<file path="src/rtl/stack_move_replayer_pkg.sv">
// -----------------------------------------------------------------------------
// move_pkg
// Shared types for the move-stack replayer: direction encoding, replay FSM
// state encoding and the direction inversion mask/helper.
// No ports (package).
// -----------------------------------------------------------------------------
package move_pkg;

    typedef enum logic [1:0] {
        DIR_UP    = 2'd0,
        DIR_RIGHT = 2'd1,
        DIR_DOWN  = 2'd2,
        DIR_LEFT  = 2'd3
    } dir_t;

    typedef enum logic [2:0] {
        ST_IDLE = 3'd0,
        ST_POP  = 3'd1,
        ST_WAIT = 3'd2,
        ST_SEND = 3'd3,
        ST_DONE = 3'd4
    } state_t;

    // Flipping the MSB swaps UP<->DOWN and RIGHT<->LEFT.
    localparam logic [1:0] DIR_INVERT_MASK = 2'b10;

    function automatic dir_t dir_invert(input dir_t i_dir);
        return dir_t'(i_dir ^ DIR_INVERT_MASK);
    endfunction

endpackage

</file>
<file path="src/rtl/stack_move_replayer_if.sv">
// -----------------------------------------------------------------------------
// stack_move_replayer_if
// Groups the stack read pins and the downstream move stream.
//   stk_pop    : pop strobe to the stack
//   stk_data   : stack top word (registered by the stack)
//   stk_empty  : stack empty flag
//   move_valid : move_data holds a move
//   move_ready : consumer accepts
//   move_data  : popped (optionally inverted) move
// master = replayer side, slave = stack/consumer side.
// -----------------------------------------------------------------------------
interface stack_move_replayer_if #(
    parameter int WIDTH = 2
) ();
    logic             stk_pop;
    logic [WIDTH-1:0] stk_data;
    logic             stk_empty;
    logic             move_valid;
    logic             move_ready;
    logic [WIDTH-1:0] move_data;

    modport master (
        output stk_pop,
        input  stk_data,
        input  stk_empty,
        output move_valid,
        input  move_ready,
        output move_data
    );

    modport slave (
        input  stk_pop,
        output stk_data,
        output stk_empty,
        input  move_valid,
        output move_ready,
        input  move_data
    );
endinterface

</file>
<file path="src/rtl/stack_move_replayer_invert.sv">
// -----------------------------------------------------------------------------
// move_invert
// Combinational direction mapper used for backtracking output:
// UP<->DOWN, RIGHT<->LEFT.
//   i_dir : input direction
//   o_dir : inverted direction
// -----------------------------------------------------------------------------
module move_invert
    import move_pkg::*;
(
    input  dir_t i_dir,
    output dir_t o_dir
);
    assign o_dir = dir_invert(i_dir);
endmodule

</file>
<file path="src/rtl/stack_move_replayer.sv">
// -----------------------------------------------------------------------------
// stack_move_replayer
// On start, pops every move off the move stack (top first) and presents each
// one on a valid/ready stream. One move per POP -> WAIT -> SEND round.
// Optional feature macro: MOVE_INVERT_EN (captured moves are inverted with
// DIR_INVERT_MASK before being presented).
// Ports:
//   clk          : rising-edge clock
//   reset        : synchronous active-high reset, forces IDLE
//   i_start      : start request, honoured in IDLE only
//   i_abort      : terminate replay, IDLE next cycle
//   bus          : stack pins + move stream (master modport)
//   o_busy       : not IDLE
//   o_done       : one-cycle pulse when the stack has drained
//   o_move_count : handshakes since the last accepted start
// -----------------------------------------------------------------------------
module stack_move_replayer
    import move_pkg::*;
#(
    parameter int WIDTH = 2,
    parameter int DEPTH = 256
) (
    input  logic                         clk,
    input  logic                         reset,
    input  logic                         i_start,
    input  logic                         i_abort,
    stack_move_replayer_if.master        bus,
    output logic                         o_busy,
    output logic                         o_done,
    output logic [$clog2(DEPTH+1)-1:0]   o_move_count
);
    localparam int CW = $clog2(DEPTH + 1);

    localparam logic [2:0] S_IDLE = ST_IDLE;
    localparam logic [2:0] S_POP  = ST_POP;
    localparam logic [2:0] S_WAIT = ST_WAIT;
    localparam logic [2:0] S_SEND = ST_SEND;
    localparam logic [2:0] S_DONE = ST_DONE;

    logic [2:0]       r_state;
    logic [2:0]       w_next;
    logic             r_stk_pop;
    logic             r_move_valid;
    logic             r_busy;
    logic             r_done;
    logic [WIDTH-1:0] r_move_data;
    logic [CW-1:0]    r_move_count;
    logic [WIDTH-1:0] w_move_in;
    logic             w_start_acc;
    logic             w_handshake;

    assign w_start_acc = (r_state == S_IDLE) && i_start && !i_abort;
    // abort wins over a same-cycle handshake, so it is never counted
    assign w_handshake = (r_state == S_SEND) && bus.move_ready && !i_abort;

`ifdef MOVE_INVERT_EN
    dir_t w_dir_raw;
    dir_t w_dir_inv;
    assign w_dir_raw = dir_t'(bus.stk_data);
    move_invert u_move_invert (
        .i_dir (w_dir_raw),
        .o_dir (w_dir_inv)
    );
    assign w_move_in = WIDTH'(w_dir_inv);
`else
    assign w_move_in = bus.stk_data;
`endif

    // Next-state decode; stk_empty is only looked at in IDLE and SEND.
    always_comb begin
        w_next = r_state;
        if (i_abort && (r_state != S_IDLE)) begin
            w_next = S_IDLE;
        end else begin
            case (r_state)
                S_IDLE: begin
                    if (w_start_acc) begin
                        w_next = bus.stk_empty ? S_DONE : S_POP;
                    end else begin
                        w_next = S_IDLE;
                    end
                end
                S_POP:  w_next = S_WAIT;
                S_WAIT: w_next = S_SEND;
                S_SEND: begin
                    if (bus.move_ready) begin
                        w_next = bus.stk_empty ? S_DONE : S_POP;
                    end else begin
                        w_next = S_SEND;
                    end
                end
                S_DONE:  w_next = S_IDLE;
                default: w_next = S_IDLE;
            endcase
        end
    end

    // State, registered outputs (decoded from the next state) and counter.
    always_ff @(posedge clk) begin
        if (reset) begin
            r_state      <= S_IDLE;
            r_stk_pop    <= 1'b0;
            r_move_valid <= 1'b0;
            r_busy       <= 1'b0;
            r_done       <= 1'b0;
            r_move_data  <= {WIDTH{1'b0}};
            r_move_count <= {CW{1'b0}};
        end else begin
            r_state      <= w_next;
            r_stk_pop    <= (w_next == S_POP);
            r_move_valid <= (w_next == S_SEND);
            r_busy       <= (w_next != S_IDLE);
            r_done       <= (w_next == S_DONE);
            // stack word is valid in WAIT (one cycle after the pop)
            if ((r_state == S_WAIT) && !i_abort) begin
                r_move_data <= w_move_in;
            end
            if (w_start_acc) begin
                r_move_count <= {CW{1'b0}};
            end else if (w_handshake) begin
                r_move_count <= r_move_count + CW'(1);
            end
        end
    end

    assign bus.stk_pop    = r_stk_pop;
    assign bus.move_valid = r_move_valid;
    assign bus.move_data  = r_move_data;
    assign o_busy         = r_busy;
    assign o_done         = r_done;
    assign o_move_count   = r_move_count;

endmodule
</file>
<file path="src/flat_wrapper.sv">
// flat-port wrapper written by rule: the top's interface ports become plain ports
module stack_move_replayer_flat import move_pkg::*;
#(
    parameter int WIDTH = 2,
    parameter int DEPTH = 256
)
  (clk, reset, i_start, i_abort, o_busy, o_done, o_move_count, bus_stk_pop, bus_stk_data, bus_stk_empty, bus_move_valid, bus_move_ready, bus_move_data);
  stack_move_replayer_if #(.WIDTH(WIDTH)) bus_i ();
  input  logic clk;
  input  logic reset;
  input  logic i_start;
  input  logic i_abort;
  output logic o_busy;
  output logic o_done;
  output logic [$clog2(DEPTH+1)-1:0] o_move_count;
  output wire logic [$bits(bus_i.stk_pop)-1:0] bus_stk_pop;
  input wire logic [$bits(bus_i.stk_data)-1:0] bus_stk_data;
  input wire logic [$bits(bus_i.stk_empty)-1:0] bus_stk_empty;
  output wire logic [$bits(bus_i.move_valid)-1:0] bus_move_valid;
  input wire logic [$bits(bus_i.move_ready)-1:0] bus_move_ready;
  output wire logic [$bits(bus_i.move_data)-1:0] bus_move_data;
  assign bus_stk_pop = bus_i.stk_pop;
  assign bus_i.stk_data = bus_stk_data;
  assign bus_i.stk_empty = bus_stk_empty;
  assign bus_move_valid = bus_i.move_valid;
  assign bus_i.move_ready = bus_move_ready;
  assign bus_move_data = bus_i.move_data;
  stack_move_replayer #(.WIDTH(WIDTH), .DEPTH(DEPTH)) u_core (.clk(clk), .reset(reset), .i_start(i_start), .i_abort(i_abort), .bus(bus_i), .o_busy(o_busy), .o_done(o_done), .o_move_count(o_move_count));
endmodule
</file>
<file path="config.mk">
export PLATFORM = sky130hd
export DESIGN_NAME = stack_move_replayer_flat
export DESIGN_NICKNAME = d
export VERILOG_FILES = /design/src/rtl/stack_move_replayer_pkg.sv /design/src/rtl/stack_move_replayer_if.sv /design/src/rtl/stack_move_replayer_invert.sv /design/src/rtl/stack_move_replayer.sv /design/src/flat_wrapper.sv
export SDC_FILE = /design/constraint.sdc
export NUM_CORES = 1
export LEC_CHECK = 0
export CAP_MARGIN = 10
export CORE_UTILIZATION = 41
export DETAILED_ROUTE_END_ITERATION = 10
export PLACE_DENSITY = 0.77
export SLEW_MARGIN = 20
export SYNTH_ARGS = -nofsm -noshare
export SYNTH_HDL_FRONTEND = slang
export SYNTH_SLANG_ARGS = --single-unit
</file>
<file path="constraint.sdc">
create_clock -name clk -period 1.5 [get_ports clk]
set_input_delay 0.15 -clock clk [delete_from_list [all_inputs] [get_ports clk]]
set_output_delay 0.15 -clock clk [all_outputs]
set_load 0.05 [all_outputs]
</file>
Word level (Yosys, flattened, before mapping):

Index checks and enable logic that the tools add are counted.

* register bits: 18
* input bits: 8
* output and inout bits: 15
* word-level logic and storage cells: 30

* $add $sub $neg: 1
* eq/ne operators: 6
* reduce and logical (&&, ||, !) cells: 11
* multiplexer cells: 5

Operators with widths (number)
* 3-bit two-way mux: 4
* 3-bit case mux with 4 select lines: 1
* 9-bit by 1-bit adder with 9-bit output (second input constant): 1
* 3-bit by 2-bit equality test with 1-bit output (second input constant): 3
* 3-bit by 1-bit equality test with 1-bit output (second input constant): 2
* 1-bit logical AND: 6
* 3-bit nonzero test: 2
* 3-bit equality test (second input constant): 1
* 3-bit logical NOT: 1
* 2-bit OR reduction: 1
* 1-bit logical NOT: 1

Logic depth before layout (Yosys ltp):

* depth in word-level cells: 7
* gate-level depth with buffers: 5
* depth with buffers taken out: 4

Worst setup path before layout:

OpenSTA, ideal clock, no wires.

* path kind: register to register
* from: reg u_core.r_move_count[0], in the netlist u_core.o_move_count[0]
* to: reg u_core.r_move_count[8], in the netlist u_core.o_move_count[8]
* slack: -0.542 ns
* buffers on the path: 1
* data arrival time: 1.921 ns
* data required time: 1.379 ns
* clock period less this slack: 2.042 ns
* stages on the path, launching flop included: 6
* cell sequence: dfxtp_1 ha_1 or3b_1 clkbuf_2 nor4_1 mux2_2

* longest elaborated chain between the ends: 1

RTL lines
* start, declared: RTL line stack_move_replayer.sv:47 `logic [CW-1:0] r_move_count;`
* start signal, assigned: RTL line stack_move_replayer.sv:107 `r_move_count <= {CW{1'b0}};`
* start signal, assigned: RTL line stack_move_replayer.sv:119 `r_move_count <= {CW{1'b0}};`
* start signal, assigned: RTL line stack_move_replayer.sv:121 `r_move_count <= r_move_count + CW'(1);`
* 9-bit by 1-bit adder with 9-bit output: RTL line stack_move_replayer.sv:121

Every way passes these cells.
A chain may end at the register's enable or synchronous reset.

Final worst setup path:

* from: reg u_core.r_move_count[1], in the netlist u_core.o_move_count[1]
* to: reg u_core.r_move_count[6], in the netlist u_core.o_move_count[6]

The elaborated chain is that of the path after synthesis.

==> summary.md <==
| Metric | Value |
|---|---|
| WP data arrival | 1.73 ns |
| Area grow syn2layout | 48.6% |
| Initial Util | 45.9% |
| Final min period | 1.50 ns |
| Max incr delay on CP | 0.43 ns |
| Number of nets in the layout | 143 |
| Post-synth top area cell | dfxtp_1 |
| CTS Sinks | 18 |
| Core area | 1800 um2 |
| Register area share after synthesis | between 40% and 50% |
| Worst Max-Slew Pin Slew | 0.330 ns |
| RSZ-0062 raised after global routing | true |
| Die X | 46.9 um |
| Clock Path Buffers | 2 |
| Max Cap Violations | 0 |
| Num CTS Buffers | 3 |
| Reg clk slew, reported paths | 0.10 ns |
| Cts hold-fix bufs | 0 |
| Post-synthesis cell type count | 28 |
| Worst hold path type | in -> reg |
| Commonest non-fill, non-tap cells in the layout | buf_4, dfxtp_1, nor2_1 |
| Gr usage total | between 20% and 30% |
| Final Hold Fails | 0 |
| Num ports | 23 |
| Critical path required time | 1.73 ns |
| Max_slew headroom | around 78% |
| Slowest CP cell | or4_4 |
| Crit-path cells | ha_4 > or3b_4 > or4_4 > a21oi_2 |
| Layout cells sized above 1 | 39.8% |
| YS warnings | 0 |
| Fin worst setup slack | -0.00430 ns |
| Critical setup path kind | reg -> reg |
| Placed Area | 1170 um2 |
| Final Total Pwr | 0.824 mW |
| Status | complete, but fails checks |
| Worst-skew pair later-pin latency | 0.28 ns |
| Post-CTS Setup Bufs | 0 |
| Fin Setup TNS | -0.00430 ns |
| Worst slack at placement | -0.261 ns |
| CTS tree | built |
| Synth area leaders | dfxtp_1, a21oi_1, a311oi_1 |
| Startpoint types | register |
| Power per cell area | roughly 670 nW/um2 |
| Worst-path maximum fanout | 6 |
| Design Area, Final | about 1200 um2 |
| Yosys reg bits | 18 |
| Setup violators final | 1 |
| Drt wl/cell | 12.8 um |
| Mean post-synth cell area | 8.80 um2 |
| Post-synth top area share | between 40% and 50% |
| Via density | 5.51 |
| Slew Limit Fails | 0 |
| H-Tree Depth | 1 |
| Height of the chip | 46.9 um |
| Root Driver | clkbuf_4 |
| Final wirelength | about 2000 um |
| Number of global-route vias before repair | between 700 and 800 |
| Largest net degree at the start of global routing | 11 |
| Final ANT Viol Nets | 0 |
| Initial DRT Pass Iterations | 4 |
| Die Area | 2200 um2 |
| Worst clock skew | 0.00163 ns |
| P_leak | 0.475 nW |
| Antenna violations before repair | 0 |
| Fin crit share | 100% |
| DRC | 0 |
| Gpl congestion | 0.797 |
| GRT overflow | 0 |
| Critical Path End Type | register |
| Iter 0 DRT Violations | 24 |
| Port Buffers | 22 |
| Ant diodes | 0 |
| Dpl hpwl | 1560 um |
| Failing checks | negative setup slack |
| Max VDD drop | 0.501 mV |
| Rows | 15 |
| Most common cell after layout, fill and taps aside | buf_4 |
| Cell count after synthesis | 94 |
| Post-Synthesis Net Count | between 100 and 150 |
| Global-route wire length before repair | 3290 um |
| Vias after detailed routing | just under 900 |
| Fmax | roughly 660 MHz |
| Syn Std Cell Area | 827 um2 |
routing by layer:
| metal | wire [um] | GRT usage, % |
|---|---|---|
| met1 | 839 | 25.4 |
| met2 | 1090 | 38.3 |
| met3 | 76 | 2.69 |
| met4 | 13 | 5.14 |
| met5 | 0 | 0 |
repair_timing:
item / 4_1_cts / 5_1_grt
cloned: 0 / 0
setup endpoints to repair: 3 / 4
gates resized for setup: 1 / 6
power by group:
| part | switching (mW) | total (mW) | internal [mW] |
|---|---|---|---|
| clock | 0.145 | 0.242 | 0.0964 |
| sequential | 0.00207 | 0.481 | 0.479 |
| combinational | 0.0533 | 0.101 | 0.0474 |
| total | 0.201 | 0.824 | 0.623 |
path summary, 6_finish.rpt:
kind                                            start                             endpoint  slack (ns)  cells after the start
setup reg to reg  u_core.o_move_count[1]$_SDFFE_PP0P_  u_core.o_move_count[6]$_SDFFE_PP0P_      -0.004                      4
hold / removal                          bus_stk_empty         u_core.r_state[2]$_SDFF_PP0_        0.44                      3
setup / recovery  u_core.o_move_count[1]$_SDFFE_PP0P_  u_core.o_move_count[6]$_SDFFE_PP0P_      -0.004                      4
hold reg to reg   u_core.o_move_count[5]$_SDFFE_PP0P_  u_core.o_move_count[5]$_SDFFE_PP0P_        0.49                      2
through the flow:
stage / hold WS [ns] / instances / utilization [%]
after floorplan: 0.297 / 94 / -
after global placement: 0.473 / 154 / 64.9
after detailed placement: 0.477 / 154 / 64.9
after CTS: 0.425 / 158 / 66.5
after global routing: 0.484 / 158 / 68.2
final: 0.438 / 158 / 68.2
cell families after synthesis:
family | count (synthesis) | synth area share, %
AND/OR/NAND/NOR | 37 | 25.1
adder cells (fa/ha/maj) | 1 | 1.51
buffers and inverters | 11 | 6.96
AO/OA/AOI/OAI | 23 | 17.7
flip-flops | 18 | 43.6
multiplexers | 4 | 5.14
synthesized netlist by cell type:
cell	instances
a21oi_1	8
a311oi_1	4
a31o_2	1
a31oi_1	2
and3_1	1
buf_4	1
buf_6	1
clkbuf_2	1
clkbuf_4	1
dfxtp_1	18
ha_1	1
inv_1	7
mux2_2	2
mux2i_1	2
nand2_1	3
nand3_1	4
nand4_1	1
nand4bb_1	1
nor2_1	8
nor3_1	5
nor4_1	4
nor4b_1	1
o21ai_0	4
o31ai_1	4
or2_2	2
or3_1	2
or3b_1	1
or4_1	4
critical path, delay by kind of cell, from the launching register on:
kind | cells | cell delay [ns]
and+or+nand+nor | 2 | 0.84
DFF | 1 | 0.38
adders and majority gates | 1 | 0.12
AOI/OAI and AO/OA | 1 | 0.12
registers in the layout, indices dropped and copies added, names as in the netlist:
register and count:
u_core.o_move_count 9, u_core.r_state 3, u_core.bus.move_data 2, u_core.bus.move_valid 1
u_core.bus.stk_pop 1, u_core.o_busy 1, u_core.o_done 1
final cells by class:
| cell class | count | area, um2 |
|---|---|---|
| Sequential cell | 18 | 373 |
| Fill cell | 156 | 573 |
| Timing Repair Buffer | 39 | 310 |
| Multi-Input combinational cell | 65 | 462 |
| Tap cell | 25 | 31.3 |
| Clock buffer | 3 | 22.5 |
| Inverter | 7 | 26.3 |
| Clock inverter | 1 | 3.75 |
(Power assumes the default switching activity.)
